[config.mk]
export PLATFORM = sky130hd
export DESIGN_NAME = corefifo_sync_ptr_ctrl
export DESIGN_NICKNAME = d
export VERILOG_FILES = /design/src/rtl/corefifo_sync_ptr_ctrl.sv
export SDC_FILE = /design/constraint.sdc
export NUM_CORES = 1
export LEC_CHECK = 0
export BUFFER_PORTS_ARGS = -buffer_cell sky130_fd_sc_hd__buf_2
export CELL_PAD_IN_SITES_DETAIL_PLACEMENT = 1
export CELL_PAD_IN_SITES_GLOBAL_PLACEMENT = 1
export CORE_MARGIN = 4
export CORE_UTILIZATION = 39
export CTS_BUF_LIST = sky130_fd_sc_hd__clkbuf_4 sky130_fd_sc_hd__clkbuf_8 sky130_fd_sc_hd__clkbuf_16
export DETAILED_ROUTE_END_ITERATION = 12
export GPL_TIMING_DRIVEN = 0
export PLACE_DENSITY_LB_ADDON = 0.1
export SLEW_MARGIN = 5
export SYNTH_ARGS = -nofsm -noshare
export SYNTH_HDL_FRONTEND = slang
export SYNTH_SLANG_ARGS = --single-unit
[constraint.sdc]
create_clock -name CLK -period 5.5 [get_ports CLK]
set_input_delay 1.1 -clock CLK [delete_from_list [all_inputs] [get_ports CLK]]
set_output_delay 1.1 -clock CLK [all_outputs]
set_load 0.1 [all_outputs]
[src/rtl/corefifo_sync_ptr_ctrl.sv]
// Pointer and flag controller for a single-clock FIFO wrapped around an external RAM.
// Keeps binary and Gray pointers, the occupancy count, status flags and error pulses.
module corefifo_sync_ptr_ctrl #(
    parameter int unsigned ADDRWIDTH  = 3,
    parameter int unsigned AFULL_VAL  = 6,
    parameter int unsigned AEMPTY_VAL = 2
) (
    input  logic                 CLK,
    input  logic                 RESET,
    input  logic                 WE,
    input  logic                 RE,
    output logic                 MEM_WE,
    output logic                 MEM_RE,
    output logic [ADDRWIDTH-1:0] WADDR,
    output logic [ADDRWIDTH-1:0] RADDR,
    output logic [ADDRWIDTH:0]   WPTR_GRAY,
    output logic [ADDRWIDTH:0]   RPTR_GRAY,
    output logic [ADDRWIDTH:0]   WRCNT,
    output logic                 FULL,
    output logic                 EMPTY,
    output logic                 AFULL,
    output logic                 AEMPTY,
    output logic                 OVERFLOW,
    output logic                 UNDERFLOW,
    output logic                 DVLD
);

    localparam int unsigned    PW    = ADDRWIDTH + 1;
    localparam logic [PW-1:0]  DEPTH = PW'(1) << ADDRWIDTH;

    logic [PW-1:0] r_wptr;
    logic [PW-1:0] r_rptr;
    logic [PW-1:0] r_wptr_gray;
    logic [PW-1:0] r_rptr_gray;
    logic [PW-1:0] r_cnt;
    logic          r_full;
    logic          r_empty;
    logic          r_afull;
    logic          r_aempty;
    logic          r_overflow;
    logic          r_underflow;
    logic          r_dvld;

    logic          w_mem_we;
    logic          w_mem_re;
    logic [PW-1:0] w_wptr_nxt;
    logic [PW-1:0] w_rptr_nxt;
    logic [PW-1:0] w_cnt_nxt;

    // Accepts are gated by the registered flags only, never by a look-ahead.
    assign w_mem_we   = WE & ~r_full;
    assign w_mem_re   = RE & ~r_empty;
    assign w_wptr_nxt = r_wptr + PW'(w_mem_we);
    assign w_rptr_nxt = r_rptr + PW'(w_mem_re);
    assign w_cnt_nxt  = w_wptr_nxt - w_rptr_nxt;

    always_ff @(posedge CLK) begin
        if (RESET) begin
            r_wptr      <= '0;
            r_rptr      <= '0;
            r_wptr_gray <= '0;
            r_rptr_gray <= '0;
            r_cnt       <= '0;
            r_full      <= 1'b0;
            r_empty     <= 1'b1;
            r_afull     <= 1'b0;
            r_aempty    <= 1'b1;
            r_overflow  <= 1'b0;
            r_underflow <= 1'b0;
            r_dvld      <= 1'b0;
        end else begin
            r_wptr      <= w_wptr_nxt;
            r_rptr      <= w_rptr_nxt;
            r_wptr_gray <= w_wptr_nxt ^ (w_wptr_nxt >> 1);
            r_rptr_gray <= w_rptr_nxt ^ (w_rptr_nxt >> 1);
            r_cnt       <= w_cnt_nxt;
            r_full      <= (w_cnt_nxt == DEPTH);
            r_empty     <= (w_cnt_nxt == '0);
            r_afull     <= (32'(w_cnt_nxt) >= AFULL_VAL);
            r_aempty    <= (32'(w_cnt_nxt) <= AEMPTY_VAL);
            r_overflow  <= WE & r_full;
            r_underflow <= RE & r_empty;
            r_dvld      <= w_mem_re;
        end
    end

    assign MEM_WE    = w_mem_we;
    assign MEM_RE    = w_mem_re;
    assign WADDR     = r_wptr[ADDRWIDTH-1:0];
    assign RADDR     = r_rptr[ADDRWIDTH-1:0];
    assign WPTR_GRAY = r_wptr_gray;
    assign RPTR_GRAY = r_rptr_gray;
    assign WRCNT     = r_cnt;
    assign FULL      = r_full;
    assign EMPTY     = r_empty;
    assign AFULL     = r_afull;
    assign AEMPTY    = r_aempty;
    assign OVERFLOW  = r_overflow;
    assign UNDERFLOW = r_underflow;
    assign DVLD      = r_dvld;

endmodule
==> results of run 1 <==
metal layers:
layer,track usage,part of all wire,up-vias,routed length (microns)
met4,0.0497,0.015,0,29
li1,-,-,358,-
met5,0,0,-,0
met2,0.223,0.49,20,970
met1,0.153,0.44,341,866
met3,0.0290,0.054,2,107
worst paths after layout:
path,slack (ns),start,endpoint
worst max register to register,3.18,EMPTY,FULL
worst max-delay path,2.60,RE,MEM_RE
worst min register to register,0.46,FULL,OVERFLOW
worst min-delay path,0.46,FULL,OVERFLOW
sequential cells by signal, summed over array words and instances (netlist names):
| signal | cells |
|---|---|
| UNDERFLOW | 1 |
| RPTR_GRAY | 3 |
| r_rptr | 4 |
| WPTR_GRAY | 3 |
| OVERFLOW | 1 |
| DVLD | 1 |
| EMPTY | 1 |
| AFULL | 1 |
| WRCNT | 4 |
| r_wptr | 4 |
| AEMPTY | 1 |
| FULL | 1 |
cell usage in the layout, fill, tap and decap left out:
master    instances
nand2_1           2
xnor2_1          10
nor3b_1           1
nand3_1           2
xor2_2            1
buf_2            30
xnor2_2           2
a21oi_1           1
mux2i_4           1
a21o_1            1
o21bai_1          1
clkbuf_4          3
nor2_1           19
xor2_1            2
or3_4             1
and4_1            1
inv_1             4
clkbuf_1          3
nor2b_1           4
a211oi_1          1
and3b_1           1
a221oi_1          1
ha_1              6
a31oi_1           1
dfxtp_1          25
clkinv_2          1
area by class of cell:
cell class | instances | area share
well taps | 28 | 0.0296
clock inverters | 1 | 0.00423
multi-input cells | 59 | 0.375
clock buffers | 3 | 0.0190
repair buffers | 30 | 0.127
inverters | 4 | 0.0127
plain buffers | 3 | 0.00951
flip-flops and latches | 25 | 0.423
synthesized netlist by cell type:
| master | count | area (sq um) |
|---|---|---|
| clkbuf_1 | 3 | 11.3 |
| a211oi_1 | 1 | 7.51 |
| a221oi_1 | 1 | 8.76 |
| and4_1 | 1 | 8.76 |
| and3b_1 | 1 | 8.76 |
| nor3b_1 | 1 | 7.51 |
| dfxtp_1 | 25 | 500 |
| xor2_1 | 2 | 17.5 |
| a31oi_1 | 1 | 6.26 |
| nor2b_1 | 4 | 25.0 |
| a21oi_1 | 1 | 5.00 |
| o21bai_1 | 1 | 7.51 |
| ha_1 | 6 | 75.1 |
| xor2_2 | 1 | 16.3 |
| nand2_1 | 2 | 7.51 |
| or3_4 | 1 | 11.3 |
| nor2_1 | 19 | 71.3 |
| xnor2_1 | 10 | 87.6 |
| a21o_1 | 1 | 7.51 |
| nand3_1 | 2 | 10.0 |
| xnor2_2 | 2 | 32.5 |
| mux2i_4 | 1 | 22.5 |
| inv_1 | 4 | 15.0 |
kinds of logic after synthesis:
group / Yosys count / share of synthesized area
flip-flops: 25 / 0.515
adder cells (fa/ha/maj): 6 / 0.0773
AND/OR/NAND/NOR: 31 / 0.155
XOR/XNOR: 15 / 0.159
AO/OA/AOI/OAI: 6 / 0.0438
multiplexers: 1 / 0.0232
buffers and inverters: 7 / 0.0271
worst max-delay path: stages:
cell and delay [ns]:
buf_2 0.09, nor2b_1 0.16, buf_2 0.45
through the flow:
stage	hold slack, ns	std cells	setup slack (ns)	util
after global routing	0.493	153	2.50	0.515
final	0.460	153	2.60	0.515
after CTS	0.464	153	2.58	0.515
after global placement	0.435	149	2.35	0.503
after floorplan	0.868	91	1.26	-
after detailed placement	0.440	149	2.27	0.503
==> flow_summary.json, run 1 <==
{
  "outcome": "finished clean",
  "grt_overflow_total": 0,
  "fp.dieH_microns": 57.9,
  "relSlewSlack": 0.678,
  "cp-start-kind": "input port",
  "cap_viol_max_count": 0,
  "antenna_cells": 0,
  "wl_microns": 1970,
  "drt-initial-drc-count": 13,
  "drive_gt1_frac": 0.312,
  "hp-class": "reg2reg",
  "hold_buffers": 0,
  "gp_congestion": 0.689,
  "rsz0062_at_grt": "no",
  "seq_area_sq_um": 500,
  "grt_first_pass_wirelength_microns": 3320,
  "syn-num-nets": 101,
  "start_util": 0.423,
  "syn_inst": 91,
  "fin_crit_ns": 2.90,
  "drtAntennaViolNets": 0,
  "core_sq_um": 2300,
  "drt-pass1-iter-count": 3,
  "rr_worst_depth": 8,
  "cts_buffer_depth": 2,
  "clock-sinks": 25,
  "synth_seq_cells": 25,
  "path_max_fanout": 3,
  "clk_pin_slew_worst_paths_ns": 0.13,
  "wire_per_inst_microns": 12.9,
  "syn_to_final_growth_pct": 21.9,
  "syn_area_sq_um": 971,
  "fp.dieW_microns": 57.9,
  "worst_hold_path.num_cells": 2,
  "hold_viol_final": 0,
  "multi_input_area_sq_um": 444,
  "worst_pin_slew_ns": 0.487,
  "cp.arrival_ns": 1.80,
  "ios": 31,
  "port_buffers": 30,
  "cts_tree": "yes",
  "num_rows": 17,
  "cts-root-buf": "clkbuf_4",
  "drc_errors": 0,
  "clk-insertion-delay-late_ns": 0.32,
  "post-cts-setup-buffers": 0,
  "ys_types": 23,
  "placed_cell_area_sq_um": 1160,
  "cp-end-kind": "output port",
  "syn_area_per_cell_sq_um": 10.7,
  "finalInstanceArea_sq_um": 1180,
  "cts-buffers-inserted": 3,
  "maxSlewViolCount": 0,
  "max_freq_mhz": 345,
  "cts_resized": 0,
  "cp.required_ns": 4.40,
  "grt_max_degree": 15,
  "setup_violations": 0,
  "yosysSeqAreaShare": 0.515,
  "gr-usage-all-layers": 0.128,
  "finalClockSkew_ns": 0.00329,
  "final.setup.tns_ns": 0,
  "vias_per_cell": 4.71,
  "dp_hpwl_microns": 1540,
  "grt_pass1_vias": 767,
  "ys_warn_count": 0,
  "fillers": 279,
  "die-area_sq_um": 3350,
  "fin_crit_sh": 0.528,
  "vias": 721,
  "antenna_found_initial": 0,
  "fin_nets": 136,
  "htreeDepth": 1,
  "path_class": "in2out"
}
Power of run 1 is not shown: default switching activity piles up to over one toggle a cycle in this logic, so the estimate is an artifact.
==> inputs of run 2 (changes only) <==
--- a/config.mk
+++ b/config.mk
@@ -9,7 +9,7 @@
 export CELL_PAD_IN_SITES_DETAIL_PLACEMENT = 1
 export CELL_PAD_IN_SITES_GLOBAL_PLACEMENT = 1
 export CORE_MARGIN = 4
-export CORE_UTILIZATION = 39
+export CORE_UTILIZATION = 33
 export CTS_BUF_LIST = sky130_fd_sc_hd__clkbuf_4 sky130_fd_sc_hd__clkbuf_8 sky130_fd_sc_hd__clkbuf_16
 export DETAILED_ROUTE_END_ITERATION = 12
 export GPL_TIMING_DRIVEN = 0
==> constraint.sdc (replaced) <==
create_clock -name CLK -period 2.35 [get_ports CLK]
set_input_delay 0.47 -clock CLK [delete_from_list [all_inputs] [get_ports CLK]]
set_output_delay 0.47 -clock CLK [all_outputs]
set_load 0.1 [all_outputs]
==> run 2 against run 1 <==
Clock-buffer cell count unchanged. Final cell count up 2.0%. Flip-flop and latch count unchanged. Critical path depth up 7. Final area up 13%. Clock skew up 0.0059 ns. Utilization down 3.6 points.
==> flow_summary.json, run 2 (synthesis gave the netlist of run 1 again) <==
{
  "outcome": "finished clean",
  "hold_buffers": 0,
  "drt-initial-drc-count": 7,
  "antenna_found_initial": 0,
  "wire_per_inst_microns": 12.4,
  "pre_cts_ws_ns": 0.0599,
  "syn_to_final_growth_pct": 37.4,
  "seq_area_sq_um": 508,
  "drt-pass1-iter-count": 3,
  "htreeDepth": 1,
  "path_class": "reg2reg",
  "hold_start": "RESET",
  "cts-buffers-inserted": 3,
  "vias": 700,
  "clk-insertion-delay-late_ns": 0.32,
  "gr-usage-all-layers": 0.109,
  "grt_max_degree": 15,
  "cp-start-kind": "flop",
  "dp_hpwl_microns": 1590,
  "crit_end": "AEMPTY",
  "wl_microns": 1940,
  "cts_buffer_depth": 2,
  "maxSlewViolCount": 0,
  "cap_viol_max_count": 0,
  "num_rows": 19,
  "post-cts-setup-buffers": 0,
  "grt.busiest_layer": "met2",
  "cts-root-buf": "clkbuf_4",
  "rr_worst_depth": 10,
  "rsz0062_at_grt": "no",
  "worst_pin_slew_ns": 0.488,
  "hp-class": "in2reg",
  "ios": 31,
  "r2r-end": "AEMPTY",
  "hold_viol_final": 0,
  "reg2reg_from": "FULL",
  "multi_input_area_sq_um": 573,
  "final_common_cell": "buf_2",
  "clock-sinks": 25,
  "fin_crit_sh": 0.851,
  "drtAntennaViolNets": 0,
  "core_sq_um": 2780,
  "grt_first_pass_wirelength_microns": 3340,
  "cp-startpoint": "FULL",
  "vias_per_cell": 4.49,
  "drive_gt1_frac": 0.416,
  "drc_errors": 0,
  "path_max_fanout": 6,
  "cp.required_ns": 2.60,
  "clk_pin_slew_worst_paths_ns": 0.14,
  "met3_usage": 0.0360,
  "grt_use_met2": 0.176,
  "cts_tree": "yes",
  "setup_violations": 0,
  "fp.dieW_microns": 62.2,
  "relSlewSlack": 0.677,
  "post-place-cells": 152,
  "setup_ws_ns": 0.350,
  "gp_congestion": 0.747,
  "fp.dieH_microns": 62.2,
  "finalClockSkew_ns": 0.00924,
  "cts_resized": 0,
  "grt_use_met1": 0.126,
  "cp.arrival_ns": 2.25,
  "start_util": 0.349,
  "max_freq_mhz": 500,
  "die-area_sq_um": 3870,
  "fillers": 300,
  "grt_overflow_total": 0,
  "mostFrequentLayoutCells": "30 x buf_2, 23 x dfxtp_1, 19 x nor2_1",
  "r2r_setup_slack_ns": 0.35,
  "cp-end-kind": "flop",
  "antenna_cells": 0,
  "port_buffers": 30,
  "fin_crit_ns": 2.00,
  "fin_cells": 156,
  "grt_pass1_vias": 711,
  "fin_nets": 136
}
[run 2: metal layers]
| layer | wire length (microns) | vias to the layer above |
|---|---|---|
| li1 | - | 358 |
| met1 | 861 | 319 |
| met2 | 924 | 18 |
| met3 | 109 | 5 |
| met4 | 46 | 0 |
| met5 | 0 | - |
[run 2: through the flow]
stage	setup TNS (ns)	hold WS (ns)	utilization	cell area, sq um
after floorplan	-0.399	0.548	-	1120
after global placement	0	0.446	0.470	1310
after detailed placement	0	0.451	0.470	1310
after CTS	0	0.334	0.480	1330
after global routing	0	0.328	0.480	1330
final	0	0.348	0.480	1330
[run 2: area by class of cell]
cell class | instances | area share
multi-input combinational | 59 | 0.430
sequential | 25 | 0.381
timing repair buffer | 30 | 0.113
tap | 31 | 0.0291
clock buffer | 3 | 0.0169
buffer | 3 | 0.0159
inverter | 4 | 0.0113
clock inverter | 1 | 0.00375
[run 2: worst min-delay path by stage]
| stage | to | cells past startpoint |
|---|---|---|
| 2_1_floorplan | WRCNT[0] | 1 |
| 3_3_place_gp | DVLD | 1 |
| 3_5_place_dp | DVLD | 1 |
| 4_1_cts | WRCNT[0] | 2 |
| 5_1_grt | WRCNT[0] | 2 |
| 6_report | WRCNT[0] | 2 |
[run 2: worst max-delay path: stages (launching register included)]
cell and delay (ns):
dfxtp_4 0.38, nor2b_4 0.14, ha_4 0.15, ha_4 0.19
clkbuf_8 0.16, xnor2_4 0.15, ha_4 0.14, a21oi_2 0.03
xnor2_1 0.27, nor2_1 0.12, a211oi_1 0.18
Power of run 2 is left out for the same reason.
